File: config.mk
export PLATFORM = sky130hd
export DESIGN_NAME = traffic_intersection_ctrl_flat
export DESIGN_NICKNAME = d
export VERILOG_FILES = /design/src/rtl/traffic_pkg.sv /design/src/rtl/traffic_intersection_ctrl_if.sv /design/src/rtl/tl_phase_timer.sv /design/src/rtl/traffic_intersection_ctrl.sv /design/src/flat_wrapper.sv
export SDC_FILE = /design/constraint.sdc
export NUM_CORES = 1
export LEC_CHECK = 0
export CAP_MARGIN = 10
export CORE_MARGIN = 2
export CORE_UTILIZATION = 32
export DETAILED_ROUTE_END_ITERATION = 10
export PLACE_DENSITY = 0.52
export SYNTH_ARGS = -nofsm -noshare
export SYNTH_HDL_FRONTEND = slang
export SYNTH_SLANG_ARGS = --single-unit
File: constraint.sdc
create_clock -name clk -period 7.4 [get_ports clk]
set_clock_uncertainty 0.05 [all_clocks]
set_input_delay 0.74 -clock clk [delete_from_list [all_inputs] [get_ports clk]]
set_output_delay 0.74 -clock clk [all_outputs]
set_load 0.005 [all_outputs]
File: src/rtl/traffic_pkg.sv
// Shared types and default phase durations for the intersection controller.
//   tl_state_e : controller phase encoding
//   lamp_t     : one road's red/yellow/green lamp triple
package traffic_pkg;

   localparam int unsigned DEF_GREEN_CYC  = 5;
   localparam int unsigned DEF_YELLOW_CYC = 2;
   localparam int unsigned DEF_ALLRED_CYC = 1;
   localparam int unsigned DEF_WALK_CYC   = 4;
   localparam int unsigned DEF_FLASH_CYC  = 2;
   localparam int unsigned DEF_CNT_W      = 4;

   typedef enum logic [3:0] {
      ST_NS_G      = 4'd0,
      ST_NS_Y      = 4'd1,
      ST_AR_EW     = 4'd2,
      ST_EW_G      = 4'd3,
      ST_EW_Y      = 4'd4,
      ST_AR_NS     = 4'd5,
      ST_WALK      = 4'd6,
      ST_FLASH_ON  = 4'd7,
      ST_FLASH_OFF = 4'd8
   } tl_state_e;

   typedef struct packed {
      logic r;
      logic y;
      logic g;
   } lamp_t;

   localparam lamp_t LAMP_OFF    = '{r: 1'b0, y: 1'b0, g: 1'b0};
   localparam lamp_t LAMP_RED    = '{r: 1'b1, y: 1'b0, g: 1'b0};
   localparam lamp_t LAMP_YELLOW = '{r: 1'b0, y: 1'b1, g: 1'b0};
   localparam lamp_t LAMP_GREEN  = '{r: 1'b0, y: 1'b0, g: 1'b1};

endpackage

File: src/rtl/traffic_intersection_ctrl_if.sv
// Controller-facing signal bundle: pedestrian/night-mode requests in,
// lamp drives and pending-request status out.
//   master : controller side (requests in, lamps out)
//   slave  : environment side (requests out, lamps in)
interface traffic_intersection_ctrl_if;
   logic ped_req;
   logic flash_en;
   logic ns_red;
   logic ns_yellow;
   logic ns_green;
   logic ew_red;
   logic ew_yellow;
   logic ew_green;
   logic walk;
   logic ped_pend;

   modport master (
      input  ped_req, flash_en,
      output ns_red, ns_yellow, ns_green, ew_red, ew_yellow, ew_green, walk, ped_pend
   );

   modport slave (
      output ped_req, flash_en,
      input  ns_red, ns_yellow, ns_green, ew_red, ew_yellow, ew_green, walk, ped_pend
   );
endinterface

File: src/rtl/tl_phase_timer.sv
// Reusable loadable down counter used as the phase timer.
//   clk, rst  : clock, async active-high reset (counter -> RST_VAL)
//   load      : load load_val (has priority over dec)
//   load_val  : value loaded
//   dec       : decrement, saturating at zero
//   zero_c    : counter currently zero (combinational)
module tl_phase_timer #(
   parameter int unsigned CNT_W   = 4,
   parameter int unsigned RST_VAL = 0
) (
   input  logic             clk,
   input  logic             rst,
   input  logic             load,
   input  logic [CNT_W-1:0] load_val,
   input  logic             dec,
   output logic             zero_c
);

   logic [CNT_W-1:0] cnt_q;

   always_ff @(posedge clk or posedge rst) begin
      if (rst)                    cnt_q <= CNT_W'(RST_VAL);
      else if (load)              cnt_q <= load_val;
      else if (dec && cnt_q != '0) cnt_q <= cnt_q - CNT_W'(1);
   end

   assign zero_c = (cnt_q == '0);

endmodule

File: src/rtl/traffic_intersection_ctrl.sv
// Two-road intersection controller with all-red clearance, latched
// pedestrian walk phase and night flashing-yellow mode.
//   clk, rst : clock, async active-high reset
//   bus      : ped_req/flash_en in; ns_*/ew_* lamps, walk, ped_pend out
// Lamp outputs are registered from the next state so they track the
// state register exactly.
module traffic_intersection_ctrl
   import traffic_pkg::*;
#(
   parameter int unsigned GREEN_CYC  = DEF_GREEN_CYC,
   parameter int unsigned YELLOW_CYC = DEF_YELLOW_CYC,
   parameter int unsigned ALLRED_CYC = DEF_ALLRED_CYC,
   parameter int unsigned WALK_CYC   = DEF_WALK_CYC,
   parameter int unsigned FLASH_CYC  = DEF_FLASH_CYC,
   parameter int unsigned CNT_W      = DEF_CNT_W
) (
   input  logic clk,
   input  logic rst,
   traffic_intersection_ctrl_if.master bus
);

   localparam int unsigned MAX_GY  = (GREEN_CYC > YELLOW_CYC) ? GREEN_CYC : YELLOW_CYC;
   localparam int unsigned MAX_AW  = (ALLRED_CYC > WALK_CYC) ? ALLRED_CYC : WALK_CYC;
   localparam int unsigned MAX_GYF = (MAX_GY > FLASH_CYC) ? MAX_GY : FLASH_CYC;
   localparam int unsigned MAX_CYC = (MAX_GYF > MAX_AW) ? MAX_GYF : MAX_AW;

   // Elaboration-time parameter sanity
   if ((2 ** CNT_W) <= (MAX_CYC - 1)) begin : g_bad_cnt_w
      $error("CNT_W too narrow for longest phase");
   end
   if (GREEN_CYC < 1 || YELLOW_CYC < 1 || ALLRED_CYC < 1 || WALK_CYC < 1 || FLASH_CYC < 1) begin : g_bad_dur
      $error("all phase durations must be >= 1");
   end

   tl_state_e        state_q, state_nxt;
   logic             ped_pend_q, ped_pend_nxt;
   logic             walk_ew_q, walk_ew_nxt;   // green to resume after WALK: 1=EW, 0=NS
   logic             tmr_load, tmr_dec, tmr_zero_c;
   logic [CNT_W-1:0] tmr_val;
   lamp_t            ns_q, ew_q, ns_c, ew_c;
   logic             walk_q, walk_c;

   function automatic logic [CNT_W-1:0] phase_len(input tl_state_e s);
      case (s)
         ST_NS_G, ST_EW_G:          phase_len = CNT_W'(GREEN_CYC - 1);
         ST_NS_Y, ST_EW_Y:          phase_len = CNT_W'(YELLOW_CYC - 1);
         ST_WALK:                   phase_len = CNT_W'(WALK_CYC - 1);
         ST_FLASH_ON, ST_FLASH_OFF: phase_len = CNT_W'(FLASH_CYC - 1);
         default:                   phase_len = CNT_W'(ALLRED_CYC - 1);
      endcase
   endfunction

   tl_phase_timer #(
      .CNT_W   (CNT_W),
      .RST_VAL (ALLRED_CYC - 1)
   ) u_timer (
      .clk      (clk),
      .rst      (rst),
      .load     (tmr_load),
      .load_val (tmr_val),
      .dec      (tmr_dec),
      .zero_c   (tmr_zero_c)
   );

   // State, pedestrian latch and registered lamp drives
   always_ff @(posedge clk or posedge rst) begin
      if (rst) begin
         state_q    <= ST_AR_NS;
         ped_pend_q <= 1'b0;
         walk_ew_q  <= 1'b0;
         ns_q       <= LAMP_RED;
         ew_q       <= LAMP_RED;
         walk_q     <= 1'b0;
      end else begin
         state_q    <= state_nxt;
         ped_pend_q <= ped_pend_nxt;
         walk_ew_q  <= walk_ew_nxt;
         ns_q       <= ns_c;
         ew_q       <= ew_c;
         walk_q     <= walk_c;
      end
   end

   // Next-state, timer control and pedestrian latch
   always_comb begin
      state_nxt    = state_q;
      walk_ew_nxt  = walk_ew_q;
      ped_pend_nxt = ped_pend_q;
      tmr_load     = 1'b0;
      tmr_val      = '0;

      if (bus.ped_req && state_q != ST_WALK) ped_pend_nxt = 1'b1;

      case (state_q)
         ST_NS_G:  if (bus.flash_en || tmr_zero_c) state_nxt = ST_NS_Y;
         ST_NS_Y:  if (tmr_zero_c) state_nxt = ST_AR_EW;
         ST_EW_G:  if (bus.flash_en || tmr_zero_c) state_nxt = ST_EW_Y;
         ST_EW_Y:  if (tmr_zero_c) state_nxt = ST_AR_NS;
         ST_AR_EW, ST_AR_NS: begin
            if (tmr_zero_c) begin
               if (bus.flash_en) begin
                  state_nxt = ST_FLASH_ON;
               end else if (ped_pend_q) begin
                  state_nxt   = ST_WALK;
                  walk_ew_nxt = (state_q == ST_AR_EW);
               end else begin
                  state_nxt = (state_q == ST_AR_EW) ? ST_EW_G : ST_NS_G;
               end
            end
         end
         ST_WALK: begin
            if (tmr_zero_c) begin
               if (bus.flash_en)   state_nxt = ST_FLASH_ON;
               else if (walk_ew_q) state_nxt = ST_EW_G;
               else                state_nxt = ST_NS_G;
            end
         end
         ST_FLASH_ON: begin
            if (!bus.flash_en)   state_nxt = ST_AR_NS;
            else if (tmr_zero_c) state_nxt = ST_FLASH_OFF;
         end
         ST_FLASH_OFF: begin
            if (!bus.flash_en)   state_nxt = ST_AR_NS;
            else if (tmr_zero_c) state_nxt = ST_FLASH_ON;
         end
         default: state_nxt = ST_AR_NS;
      endcase

      // Every transition enters a different state, so entry == change
      if (state_nxt != state_q) begin
         tmr_load = 1'b1;
         tmr_val  = phase_len(state_nxt);
         if (state_nxt == ST_WALK) ped_pend_nxt = 1'b0;
      end
      tmr_dec = !tmr_load;
   end

   // Lamp decode of the upcoming state
   always_comb begin
      ns_c   = LAMP_RED;
      ew_c   = LAMP_RED;
      walk_c = 1'b0;
      case (state_nxt)
         ST_NS_G:      ns_c = LAMP_GREEN;
         ST_NS_Y:      ns_c = LAMP_YELLOW;
         ST_EW_G:      ew_c = LAMP_GREEN;
         ST_EW_Y:      ew_c = LAMP_YELLOW;
         ST_WALK:      walk_c = 1'b1;
         ST_FLASH_ON:  begin ns_c = LAMP_YELLOW; ew_c = LAMP_YELLOW; end
         ST_FLASH_OFF: begin ns_c = LAMP_OFF;    ew_c = LAMP_OFF;    end
         default:      ;
      endcase
   end

   assign bus.ns_red    = ns_q.r;
   assign bus.ns_yellow = ns_q.y;
   assign bus.ns_green  = ns_q.g;
   assign bus.ew_red    = ew_q.r;
   assign bus.ew_yellow = ew_q.y;
   assign bus.ew_green  = ew_q.g;
   assign bus.walk      = walk_q;
   assign bus.ped_pend  = ped_pend_q;

endmodule

File: src/flat_wrapper.sv
// flat-port wrapper written by rule: the top's interface ports become plain ports
module traffic_intersection_ctrl_flat import traffic_pkg::*;
#(
   parameter int unsigned GREEN_CYC  = DEF_GREEN_CYC,
   parameter int unsigned YELLOW_CYC = DEF_YELLOW_CYC,
   parameter int unsigned ALLRED_CYC = DEF_ALLRED_CYC,
   parameter int unsigned WALK_CYC   = DEF_WALK_CYC,
   parameter int unsigned FLASH_CYC  = DEF_FLASH_CYC,
   parameter int unsigned CNT_W      = DEF_CNT_W
)
  (clk, rst, bus_ped_req, bus_flash_en, bus_ns_red, bus_ns_yellow, bus_ns_green, bus_ew_red, bus_ew_yellow, bus_ew_green, bus_walk, bus_ped_pend);
  traffic_intersection_ctrl_if bus_i ();
  input  logic clk;
  input  logic rst;
  input wire logic [$bits(bus_i.ped_req)-1:0] bus_ped_req;
  input wire logic [$bits(bus_i.flash_en)-1:0] bus_flash_en;
  output wire logic [$bits(bus_i.ns_red)-1:0] bus_ns_red;
  output wire logic [$bits(bus_i.ns_yellow)-1:0] bus_ns_yellow;
  output wire logic [$bits(bus_i.ns_green)-1:0] bus_ns_green;
  output wire logic [$bits(bus_i.ew_red)-1:0] bus_ew_red;
  output wire logic [$bits(bus_i.ew_yellow)-1:0] bus_ew_yellow;
  output wire logic [$bits(bus_i.ew_green)-1:0] bus_ew_green;
  output wire logic [$bits(bus_i.walk)-1:0] bus_walk;
  output wire logic [$bits(bus_i.ped_pend)-1:0] bus_ped_pend;
  assign bus_i.ped_req = bus_ped_req;
  assign bus_i.flash_en = bus_flash_en;
  assign bus_ns_red = bus_i.ns_red;
  assign bus_ns_yellow = bus_i.ns_yellow;
  assign bus_ns_green = bus_i.ns_green;
  assign bus_ew_red = bus_i.ew_red;
  assign bus_ew_yellow = bus_i.ew_yellow;
  assign bus_ew_green = bus_i.ew_green;
  assign bus_walk = bus_i.walk;
  assign bus_ped_pend = bus_i.ped_pend;
  traffic_intersection_ctrl #(.GREEN_CYC(GREEN_CYC), .YELLOW_CYC(YELLOW_CYC), .ALLRED_CYC(ALLRED_CYC), .WALK_CYC(WALK_CYC), .FLASH_CYC(FLASH_CYC), .CNT_W(CNT_W)) u_core (.clk(clk), .rst(rst), .bus(bus_i));
endmodule
==> metrics.txt <==
commonest non-fill, non-tap cell in the layout nor2_1; die width 66.9 um; fin nets 141; vias per cell 5.45; # Max-Cap Violations 0; Cell variety after synth 64; Post-CTS Resized 0; Slew Limit Fails 0; Die ar. 4480 um^2; htree depth 1; Mapped Area 1270 um^2; layout cells sized above 1 17.8%; vias in the first global route 926; Sinks on Clock Net 17; CP arrival 3390 ps; minimum clock period 3310 ps; YS warnings 0; IO Port Bufs 11; Reg-to-Reg Start u_core.u_timer.cnt_q[0]; Seq cells post-synth 17; post-CTS setup buffers 0; Residual DRC 0; Final Hold Viols 0; asr flop ratio synth 100%; Syn Inst Count 128; Crit. End Element flip-flop; Worst slew margin 58.7%; Syn Area/Cell 9.90 um^2; crit path max fanout 13; grt ovf 0; die height 66.9 um; post-route clock period utilization 44.8%; Routed WL per cell 14.2 um; vias 997; f_max 302 MHz; unrepaired setup endpoints after global routing no; main flop type after synthesis dfrtp_1; EDFF count, synth 0; CP Class in -> reg; ANT cells 0; row count 22; Final GP Congestion 0.860; start point of the worst hold path u_core.bus.ped_pend; Reg clk slew, reported paths 60 ps; CP Launch Point bus_flash_en; root buffer selected by CTS clkbuf_8; setup TNS 0 ps; fin cells 183; initial antenna violation count 0; Final Routed Wirelength 2610 um; Clock Tree Buf Depth 2; outcome finished, final reports clean; endpoints failing setup 0; antenna-violating nets left 0; area grow syn2layout 10.8%; sequential fraction of the synthesis area 34.0%; DPL Wire Length 1890 um; worst-skew pair later-pin latency 250 ps; CTS tree yes; final core utilization 37.5%; # placed instances 179; most frequent cells in the layout nor2_1, dfrtp_1, clkdlybuf4s50_1, inv_1, a21oi_1; CTS Buf Count 3; worst hold path class reg -> reg; cts hold-fix bufs 0; Worst Tran Pin Value 619 ps; core area 3740 um^2; first-pass GRT wire length 4420 um; CP Launch Type input pin; largest net degree at the start of global routing 20; Global Route Usage Sum 13.0%; initial DRC count 65; drt pass-1 iters 4; WP data required 7480 ps; Top Ports 12; Synthesized Nets 133; initial cell density of the core 33.9%
==> flip-flops by register name, summed over array words and instances (netlist names) <==
signal / cells
u_core.bus.walk: 1
u_core.bus.ped_pend: 1
u_core.state_q: 4
u_core.bus.ew_yellow: 1
u_core.bus.ew_green: 1
u_core.u_timer.cnt_q: 4
u_core.bus.ns_yellow: 1
u_core.walk_ew_q: 1
u_core.bus.ew_red: 1
u_core.bus.ns_red: 1
u_core.bus.ns_green: 1
==> logic make-up (layout without fill, tap and decap cells) <==
group,count (synthesis),after routing,synth area share [%]
compound gates,35,35,24.6
xor+xnor,3,3,2.67
fa+ha+maj,2,2,1.88
buf+inv,16,23,9.67
flops,17,17,34.0
mux,3,3,2.86
simple gates,52,52,24.4
==> final cells by class <==
| type | count | area (um^2) |
|---|---|---|
| fillers | 398 | 2340 |
| multi-input cells | 95 | 714 |
| flip-flops and latches | 17 | 430 |
| repair buffers | 11 | 110 |
| well taps | 48 | 60.1 |
| clock buffers | 4 | 45.0 |
| inverters | 8 | 43.8 |
==> critical path: stages <==
cell	delay, ps
clkdlybuf4s50_1	630
or2_1	330
a32oi_1	210
o32ai_1	140
o22ai_1	440
nand2_1	200
a211oi_4	350
mux2_1	350
==> cells in the mapped netlist (2+ instances only) <==
library cell,count,area (um^2)
nand2b_1,2,12.5
nand3_1,4,20.0
a21oi_1,6,30.0
nor2_1,17,63.8
o21ai_0,3,15.0
nor2b_1,4,25.0
buf_6,3,33.8
o211a_1,2,20.0
nor3_1,2,10.0
inv_1,7,26.3
and3_1,3,18.8
o21a_1,2,15.0
dfstp_2,4,105
dfrtp_1,13,325
o21bai_1,2,15.0
nand2_1,5,18.8
or3_1,2,12.5
==> metrics by stage <==
stage | hold WS, ps | setup slack [ps] | area, um^2
after floorplan | 438 | 4740 | 1270
after global placement | 477 | 3930 | 1360
after detailed placement | 479 | 3880 | 1360
after CTS | 497 | 4130 | 1400
after global routing | 516 | 3930 | 1400
final | 490 | 4090 | 1400
==> final timing paths <==
check	end	slack, ps	cells after the start
worst min register to register	u_core.bus.ped_pend	490	1
worst max-delay path	u_core.u_timer.cnt_q[2]	4090	8
worst max register to register	u_core.u_timer.cnt_q[2]	4280	9
min in group asynchronous	u_core.state_q[3]	820	2
worst min-delay path	u_core.bus.ped_pend	490	1
max in group asynchronous	u_core.bus.ns_yellow	6080	2
==> layer usage <==
metal	vias to the layer above	GRT usage (%)	share of wire, %
met5	-	0	0
met4	0	4.59	1.5
met3	5	2.53	5.0
met2	26	20.6	46
met1	489	17.5	47
li1	477	-	-
Power is not shown: default switching activity piles up to over one toggle a cycle in this logic, so the estimate is an artifact.
